[src/rtl/rng_sample_fifo.sv]
`default_nettype none
// ============================================================================
//  Module   : rng_sample_fifo
//  Purpose  : Output buffer for the rng block. Every cycle in which in_valid
//             is high offers one BY-bit sample. Each accepted sample is written
//             into a DEPTH-entry circular FIFO. The FIFO is first-word
//             fall-through and hands samples to the consumer over ready/valid.
//             When the FIFO is full and nothing is popped, the offered sample
//             is dropped and the sticky overflow flag is set.
//  Ports    :
//    clk        in   1      rising-edge clock
//    rst        in   1      synchronous active-high reset
//    in_sample  in   BY     sample from rng
//    in_valid   in   1      one sample offered per high cycle
//    out_data   out  BY     head-of-FIFO sample, 0 while empty
//    out_valid  out  1      FIFO non-empty
//    out_ready  in   1      consumer takes out_data this cycle
//    level      out  AW+1   occupancy 0..DEPTH
//    full       out  1      level == DEPTH
//    empty      out  1      level == 0
//    overflow   out  1      sticky: a sample was dropped
//    ovf_clear  in   1      clears overflow (and drop_count)
//    drop_count out  16     (RNG_FIFO_STATS_EN only) saturating drop counter
//  Config   : define RNG_FIFO_STATS_EN to add the drop_count output.
//  Revision : 1.0  initial release
// ============================================================================
module rng_sample_fifo #(
  parameter  int BY    = 16,
  parameter  int DEPTH = 16,
  localparam int AW    = $clog2(DEPTH)
) (
  input  logic          clk,
  input  logic          rst,
  input  logic [BY-1:0] in_sample,
  input  logic          in_valid,
  output logic [BY-1:0] out_data,
  output logic          out_valid,
  input  logic          out_ready,
  output logic [AW:0]   level,
  output logic          full,
  output logic          empty,
  output logic          overflow,
  input  logic          ovf_clear
`ifdef RNG_FIFO_STATS_EN
  ,
  output logic [15:0]   drop_count
`endif
);

  localparam logic [AW:0] c_FULL_LEVEL = DEPTH[AW:0];

  // --------------------------------------------------------------------------
  // State
  // --------------------------------------------------------------------------
  logic [BY-1:0] mem_q [DEPTH];
  logic [AW-1:0] wr_ptr_q, wr_ptr_d;
  logic [AW-1:0] rd_ptr_q, rd_ptr_d;
  logic [AW:0]   level_q,  level_d;
  logic          overflow_q, overflow_d;

  logic w_full;
  logic w_empty;
  logic w_pop;
  logic w_push;
  logic w_drop;

  // Status comes only from the registered level. This keeps in_valid away
  // from every out_* output.
  assign w_full  = (level_q == c_FULL_LEVEL);
  assign w_empty = (level_q == '0);

  // A full FIFO still accepts a sample when the head is popped in the same
  // cycle. That is the one allowed combinational path, out_ready -> push.
  assign w_pop  = !w_empty && out_ready;
  assign w_push = in_valid && (!w_full || w_pop);
  assign w_drop = in_valid && w_full && !w_pop;

  // --------------------------------------------------------------------------
  // Next-state logic
  // --------------------------------------------------------------------------
  always_comb begin
    wr_ptr_d   = wr_ptr_q;
    rd_ptr_d   = rd_ptr_q;
    level_d    = level_q;
    overflow_d = overflow_q;

    // Pointers are exactly AW bits wide, so DEPTH-1 wraps to 0 on its own.
    if (w_push) begin
      wr_ptr_d = wr_ptr_q + 1'b1;
    end
    if (w_pop) begin
      rd_ptr_d = rd_ptr_q + 1'b1;
    end

    if (w_push && !w_pop) begin
      level_d = level_q + 1'b1;
    end else if (w_pop && !w_push) begin
      level_d = level_q - 1'b1;
    end

    // A drop has priority over a clear in the same cycle.
    if (w_drop) begin
      overflow_d = 1'b1;
    end else if (ovf_clear) begin
      overflow_d = 1'b0;
    end
  end

  // --------------------------------------------------------------------------
  // Control registers
  // --------------------------------------------------------------------------
  always_ff @(posedge clk) begin
    if (rst) begin
      wr_ptr_q   <= '0;
      rd_ptr_q   <= '0;
      level_q    <= '0;
      overflow_q <= 1'b0;
    end else begin
      wr_ptr_q   <= wr_ptr_d;
      rd_ptr_q   <= rd_ptr_d;
      level_q    <= level_d;
      overflow_q <= overflow_d;
    end
  end

  // Storage is not reset. out_data is masked while empty, so stale contents
  // never reach the consumer. Writes are gated during reset so that an
  // in_valid in the reset cycle has no effect.
  always_ff @(posedge clk) begin
    if (!rst && w_push) begin
      mem_q[wr_ptr_q] <= in_sample;
    end
  end

  // --------------------------------------------------------------------------
  // Optional drop statistics
  // --------------------------------------------------------------------------
`ifdef RNG_FIFO_STATS_EN
  logic [15:0] drop_count_q, drop_count_d;

  always_comb begin
    drop_count_d = drop_count_q;
    if (ovf_clear) begin
      // A drop in the clearing cycle is counted against the fresh count.
      drop_count_d = w_drop ? 16'd1 : 16'd0;
    end else if (w_drop && (drop_count_q != 16'hFFFF)) begin
      drop_count_d = drop_count_q + 16'd1;
    end
  end

  always_ff @(posedge clk) begin
    if (rst) begin
      drop_count_q <= '0;
    end else begin
      drop_count_q <= drop_count_d;
    end
  end

  assign drop_count = drop_count_q;
`endif

  // --------------------------------------------------------------------------
  // Outputs
  // --------------------------------------------------------------------------
  assign out_data  = w_empty ? '0 : mem_q[rd_ptr_q];
  assign out_valid = !w_empty;
  assign level     = level_q;
  assign full      = w_full;
  assign empty     = w_empty;
  assign overflow  = overflow_q;

endmodule
`default_nettype wire

[config.mk]
export PLATFORM = sky130hd
export DESIGN_NAME = rng_sample_fifo
export DESIGN_NICKNAME = d
export VERILOG_FILES = /design/src/rtl/rng_sample_fifo.sv
export SDC_FILE = /design/constraint.sdc
export NUM_CORES = 1
export LEC_CHECK = 0
export BUFFER_PORTS_ARGS = -buffer_cell sky130_fd_sc_hd__buf_2
export CAP_MARGIN = 20
export CORE_MARGIN = 8
export CORE_UTILIZATION = 40
export CTS_CLUSTER_DIAMETER = 60
export CTS_CLUSTER_SIZE = 16
export DETAILED_ROUTE_END_ITERATION = 16
export PLACE_DENSITY = 0.54
export SLEW_MARGIN = 30
export SYNTH_ARGS = -nofsm -noshare
export SYNTH_HDL_FRONTEND = slang
export SYNTH_SLANG_ARGS = --single-unit
[constraint.sdc]
create_clock -name clk -period 2.94 [get_ports clk]
set_input_delay 0.441 -clock clk [delete_from_list [all_inputs] [get_ports clk]]
set_output_delay 0.441 -clock clk [all_outputs]
set_load 0.01 [all_outputs]
==> flow_metrics.env, run 1 <==
export IMPL_cts_buffers=25
export IMPL_seqCellArea_mm2=0.00805
export IMPL_setup_worst_path_end_class="flip-flop"
export IMPL_place_hpwl_um=14200
export IMPL_gr_usage_met1_pct=19.4
export IMPL_cts_setup_buffers=0
export IMPL_firstDrtPassIters=4
export IMPL_cts_sinks=274
export IMPL_grt_pass1_vias=5693
export IMPL_synth_nets=557
export IMPL_synth_cell_types=40
export IMPL_syn_area_mm2=0.0108
export IMPL_finalSetupTns_ps=0
export IMPL_syn_inst=526
export IMPL_tritoncts="built"
export IMPL_period_share_pct=97.1
export IMPL_synth_edff_count=256
export IMPL_grt_busiest_layer="met2"
export IMPL_cp_start_kind="flip-flop"
export IMPL_peakVddDrop_mv=0.551
export IMPL_coreArea_mm2=0.0268
export IMPL_whs_ps=136
export IMPL_worstPathArrival_ps=3250
export IMPL_hold_start="rst"
export IMPL_yosysWarnings=0
export IMPL_antenna_found_initial=0
export IMPL_synth_top_cell_area_share_pct=71.0
export IMPL_drv_cap=0
export IMPL_synth_top_area_cell="edfxtp_1"
export IMPL_skew_ps=17.6
export IMPL_worst_path_max_delay_cell="or4_4"
export IMPL_grt_usage_pct=14.5
export IMPL_io_pins=46
export IMPL_cellPowerDensity_mw_per_mm2=788
export IMPL_ant_nets=0
export IMPL_area_growth_syn_to_layout_pct=15.3
export IMPL_setup_viol=0
export IMPL_rsz0062_at_grt="true"
export IMPL_cp_cell_sequence="or4_4 -> o31ai_4 -> inv_6 -> ha_1 -> inv_2 -> ha_1 -> a21o_1 -> a21oi_1 -> nor4_1 -> or3_1"
export IMPL_async_flop_share_pct=0
export IMPL_rrSetupSlack_ps=90
export IMPL_drt_iter0_drc=441
export IMPL_cp_startpoint="level[1]"
export IMPL_portBuffers=45
export IMPL_routedWlPerCell_um=24.4
export IMPL_n_antenna_cell=0
export IMPL_yosysMostFrequentCell="edfxtp_1"
export IMPL_crit_path_frequent_cell="ha_1"
export IMPL_n_fill_cell=2269
export IMPL_gp_congestion=0.724
export IMPL_cp_required_ps=3330
export IMPL_grt_start_max_net_pins=49
export IMPL_die_w_um=181
export IMPL_htreeDepth=1
export IMPL_grt_pass1_wl_um=35800
export IMPL_period_needed_ps=2850
export IMPL_grt_use_met2_pct=24.0
export IMPL_slowest_delay_ps=590
export IMPL_r2r_start="level[1]"
export IMPL_worstHoldPathCells=2
export IMPL_hp_class="in -> reg"
export IMPL_via_count=5175
export IMPL_status="finished, final reports clean"
export IMPL_drive_above_1_share_pct=37.9
export IMPL_clk_path_buf_depth=3
export IMPL_relSlewSlack_pct=48.0
export IMPL_postSynthAreaPerCell_um2=20.6
export IMPL_slew_viol_final=0
export IMPL_p_leak_nw=3.99
export IMPL_clockRootBuffer="clkbuf_16"
export IMPL_die_h_um=181
export IMPL_viasPerCell=5.39
export IMPL_synth_seq_area_share_pct=74.3
export IMPL_crit_path_max_fanout=6
export IMPL_drt_wl_total_um=23500
export IMPL_timing_rr_end="level[3]"
export IMPL_clk_pin_slew_worst_paths_ps=70
export IMPL_synth_seq_cells=274
export IMPL_rr_worst_depth=10
export IMPL_nets=636
export IMPL_multi_input_area_mm2=0.00265
export IMPL_worstSetupPathType="reg -> reg"
export IMPL_synth_flop_cell="edfxtp_1"
export IMPL_dieArea_mm2=0.0326
export IMPL_synth_area_leaders="edfxtp_1 (71%), mux4_2 (13%), dfxtp_1 (3.3%)"
export IMPL_hold_end="wr_ptr_q[1]"
export IMPL_drc_errors=0
export IMPL_grt_util_met3_pct=2.84
export IMPL_tightest_slew_ps=776
export IMPL_start_util_pct=40.4
export IMPL_synth_common_cells="edfxtp_1 (256), mux4_2 (64), nor2_1 (26)"
export IMPL_rows=60
export IMPL_hold_viol=0
export IMPL_fmax_ghz=0.350
export IMPL_clk_latency_ps=520
export IMPL_overflow=0
export IMPL_p_total_mw=9.84
where the power goes:
part	switching, mW	leakage, nW	total (mW)	internal [mW]
Clock	1.41	0.381	3.18	1.76
Combinational	1.19	1.15	2.24	1.05
Sequential	0.0691	2.45	4.43	4.36
through the flow:
step	util (%)	setup slack, ps	std cells	area, um^2
after floorplan	-	12.4	526	10800
after global placement	43.6	113	919	11700
after detailed placement	43.6	46.9	919	11700
after CTS	46.5	36.3	961	12500
after global routing	46.6	-15.9	961	12500
final	46.6	85.6	961	12500
timing repair:
action	in CTS	in global routing
setup endpoints to repair	0	6
resized for setup	0	5
hold buffers	0	0
flip-flops by register name, indices dropped and copies added, names as in the netlist, named ones only:
signal and cells:
level 5, mem_q 256, overflow 1, rd_ptr_q 4, wr_ptr_q 4
critical path, delay by kind of cell, from the launching register on:
kind,cells,cell delay [ps]
AO/OA/AOI/OAI,3,700
adder cells (fa/ha/maj),2,480
buffers and inverters,2,160
flip-flops,1,370
AND/OR/NAND/NOR,3,1040
routing by layer:
| metal | wire length, um | part of all wire [%] | vias up |
|---|---|---|---|
| li1 | - | - | 2300 |
| met1 | 10300 | 44 | 2717 |
| met3 | 1360 | 5.8 | 30 |
| met4 | 472 | 2.0 | 0 |
| met5 | 0 | 0 | - |
| met2 | 11400 | 49 | 128 |
how the worst max path moves through the flow:
stage	endpoint	slack, ps
2_1_floorplan	level[4]	10
3_3_place_gp	level[4]	110
3_5_place_dp	level[4]	50
4_1_cts	out_data[6]	40
5_1_grt	out_data[6]	-20
6_report	level[3]	90
placed cells by master, fill, tap and decap left out, types with 2 or more instances in the layout:
master,Yosys,layout
a21oi_1,22,20
a21oi_2,2,4
buf_12,0,3
buf_2,11,45
buf_4,1,30
bufinv_16,0,2
clkbuf_1,6,3
clkbuf_16,0,25
clkinv_2,0,2
clkinv_4,0,2
clkinvlp_4,0,3
dfxtp_1,18,15
dfxtp_2,0,2
edfxtp_1,256,256
ha_1,9,9
inv_1,5,4
inv_2,1,2
inv_6,1,5
mux2_2,17,17
mux2i_1,17,17
mux4_2,64,64
nand2_1,5,5
nand2b_1,6,6
nand3_1,3,3
nand3b_4,2,2
nor2_1,26,14
nor2_2,0,12
nor3_2,0,4
o211ai_1,2,2
o21ai_1,16,15
o21ai_2,3,4
or3_1,3,3
xor2_1,4,4
cells by family (layout without fill, tap and decap cells):
group / Yosys count / in the layout / synth area share (%)
AO/OA/AOI/OAI: 49 / 49 / 2.69
XOR/XNOR: 6 / 6 / 0.554
adder cells (fa/ha/maj): 10 / 10 / 1.22
buffers and inverters: 34 / 128 / 1.87
flip-flops: 274 / 274 / 74.3
multiplexers: 98 / 98 / 16.6
AND/OR/NAND/NOR: 55 / 55 / 2.74
layout make-up:
class                           count  share of cell area [%]
Sequential cell                   274                    64.5
Multi-Input combinational cell    218                    21.2
Clock buffer                       28                    5.10
Timing Repair Buffer               79                    4.31
Tap cell                          341                    3.42
Clock inverter                     14                    1.29
Inverter                            7                   0.250
Note: power is estimated with default switching activity, not from simulation.
==> run 2: changes to the inputs <==
- PLACE_DENSITY: 0.54 -> 0.6
==> run 2 against run 1 <==
Critical path depth unchanged; highest routed layer unchanged; critical path type unchanged; critical endpoint is now level[4]; largest power group unchanged; wire length decreased by 3.6%; combinational power about the same.
==> flow_metrics.env, run 2 (synthesis results as in run 1) <==
export IMPL_tightest_slew_ps=857
export IMPL_overflow=0
export IMPL_slowest_delay_ps=560
export IMPL_p_leak_nw=3.93
export IMPL_drt_wl_total_um=22700
export IMPL_portBuffers=45
export IMPL_n_fill_cell=2241
export IMPL_skew_ps=16.0
export IMPL_hp_class="in -> reg"
export IMPL_io_pins=46
export IMPL_seq_power_share_pct=45.9
export IMPL_tritoncts="built"
export IMPL_die_w_um=181
export IMPL_start_util_pct=40.4
export IMPL_intPower_mw=7.03
export IMPL_ant_nets=0
export IMPL_peakVddDrop_mv=0.547
export IMPL_worst_path_max_delay_cell="or4_4"
export IMPL_n_antenna_cell=0
export IMPL_area_growth_syn_to_layout_pct=14.4
export IMPL_place_hpwl_um=13400
export IMPL_crit_path_max_fanout=5
export IMPL_drive_above_1_share_pct=37.4
export IMPL_nets=632
export IMPL_via_count=5232
export IMPL_pwr_share_clk_pct=30.7
export IMPL_drv_cap=0
export IMPL_rsz0062_at_grt="true"
export IMPL_status="finished, final reports clean"
export IMPL_seqCellArea_mm2=0.00806
export IMPL_fmax_ghz=0.350
export IMPL_top_register="mem_q"
export IMPL_rows=60
export IMPL_clk_latency_ps=520
export IMPL_power_frac_comb_pct=23.4
export IMPL_hold_viol=0
export IMPL_setup_viol=0
export IMPL_gp_congestion=0.768
export IMPL_clk_pin_slew_worst_paths_ps=60
export IMPL_clockRootBuffer="clkbuf_16"
export IMPL_grt_usage_pct=13.8
export IMPL_die_h_um=181
export IMPL_p_sw_mw=2.61
export IMPL_relSlewSlack_pct=42.6
export IMPL_antenna_found_initial=0
export IMPL_viasPerCell=5.49
export IMPL_final_cell_mix="edfxtp_1 (256), mux4_2 (64), buf_2 (45), buf_4 (28), clkbuf_16 (23)"
export IMPL_cellPowerDensity_mw_per_mm2=778
export IMPL_cp_required_ps=3340
export IMPL_multi_input_area_mm2=0.00266
export IMPL_worstPathArrival_ps=3250
export IMPL_grt_pass1_wl_um=34400
export IMPL_dieArea_mm2=0.0326
export IMPL_final_common_cell="edfxtp_1"
export IMPL_cp_start_kind="flip-flop"
export IMPL_drt_iter0_drc=388
export IMPL_period_needed_ps=2850
export IMPL_cts_buffers=23
export IMPL_dp_cells=916
export IMPL_worstSetupPathType="reg -> reg"
export IMPL_grt_pass1_vias=5607
export IMPL_swShare_pct=27.1
export IMPL_cts_sinks=274
export IMPL_grt_start_max_net_pins=37
export IMPL_largest_reg_flops=256
export IMPL_drc_errors=0
export IMPL_firstDrtPassIters=4
export IMPL_cp_cell_sequence="or4_4 -> buf_4 -> o21ai_2 -> ha_2 -> inv_2 -> fa_1 -> nand3_1 -> a211oi_1 -> a31oi_1 -> mux2_2"
export IMPL_layoutNonFillerInstCount=953
export IMPL_htreeDepth=1
export IMPL_coreArea_mm2=0.0268
export IMPL_clk_path_buf_depth=3
export IMPL_setup_worst_path_end_class="flip-flop"
export IMPL_final_core_util_pct=46.2
export IMPL_whs_ps=160
export IMPL_slew_viol_final=0
export IMPL_period_share_pct=97.1
export IMPL_routedWlPerCell_um=23.8
[run 2: changes by cell type in the layout (fill, tap and decap cells not counted), sizes merged]
cell / previous run / this run
inv: 11 / 9
clkbuf: 28 / 26
clkinvlp: 3 / 2
buf: 79 / 77
clkinv: 5 / 4
[run 2: worst paths after layout]
kind	from	endpoint	slack, ps	cells past startpoint
min reg2reg	overflow	overflow	480	2
min	rst	wr_ptr_q[3]	160	2
max reg2reg	level[1]	level[4]	90	10
max	level[1]	level[4]	90	10
[run 2: metrics by stage]
step           cell area (um^2)  TNS [ps]  worst slack (ps)  power [mW]
2_1_floorplan             10800         0              12.4        6.05
3_3_place_gp              11700         0              77.5        6.70
3_5_place_dp              11700     -36.4             -36.4        6.76
4_1_cts                   12400         0              6.35        9.72
5_1_grt                   12400     -62.4             -25.6        10.1
6_report                  12400         0              86.4        9.64
[run 2: cell type report]
cell class	instances	area share (%)
Sequential cell	274	65.0
Multi-Input combinational cell	218	21.4
Clock buffer	26	4.74
Timing Repair Buffer	77	4.16
Tap cell	341	3.44
Clock inverter	10	0.969
Inverter	7	0.252
[run 2: power by group through the flow]
stage	Combinational (mW)	Clock, mW	Sequential (mW)
2_1_floorplan	1.55	0	4.50
3_3_place_gp	2.20	0	4.50
3_5_place_dp	2.25	0	4.51
4_1_cts	2.26	3.04	4.42
5_1_grt	2.44	3.19	4.44
6_report	2.25	2.96	4.43
[run 2: timing repair]
action                                 in CTS  in global routing
resized for setup                           1                  5
setup endpoints to repair                   2                  6
pin swaps                                   0                  2
hold buffers                                0                  0
setup buffers                               0                  1
endpoints found under the hold margin       0                  0
[run 2: metal layers]
metal	part of all wire [%]	vias up	GRT usage, %
met5	0	-	0
met4	2.3	0	3.54
met3	4.3	33	2.54
met2	48	111	22.7
met1	45	2804	18.7
li1	-	2284	-
[run 2: critical path, delay by kind of cell (launching register included)]
kind,cells,cell delay [ps]
compound gates,3,440
fa+ha+maj,2,660
buf+inv,2,250
flops,1,350
mux,1,350
simple gates,2,670
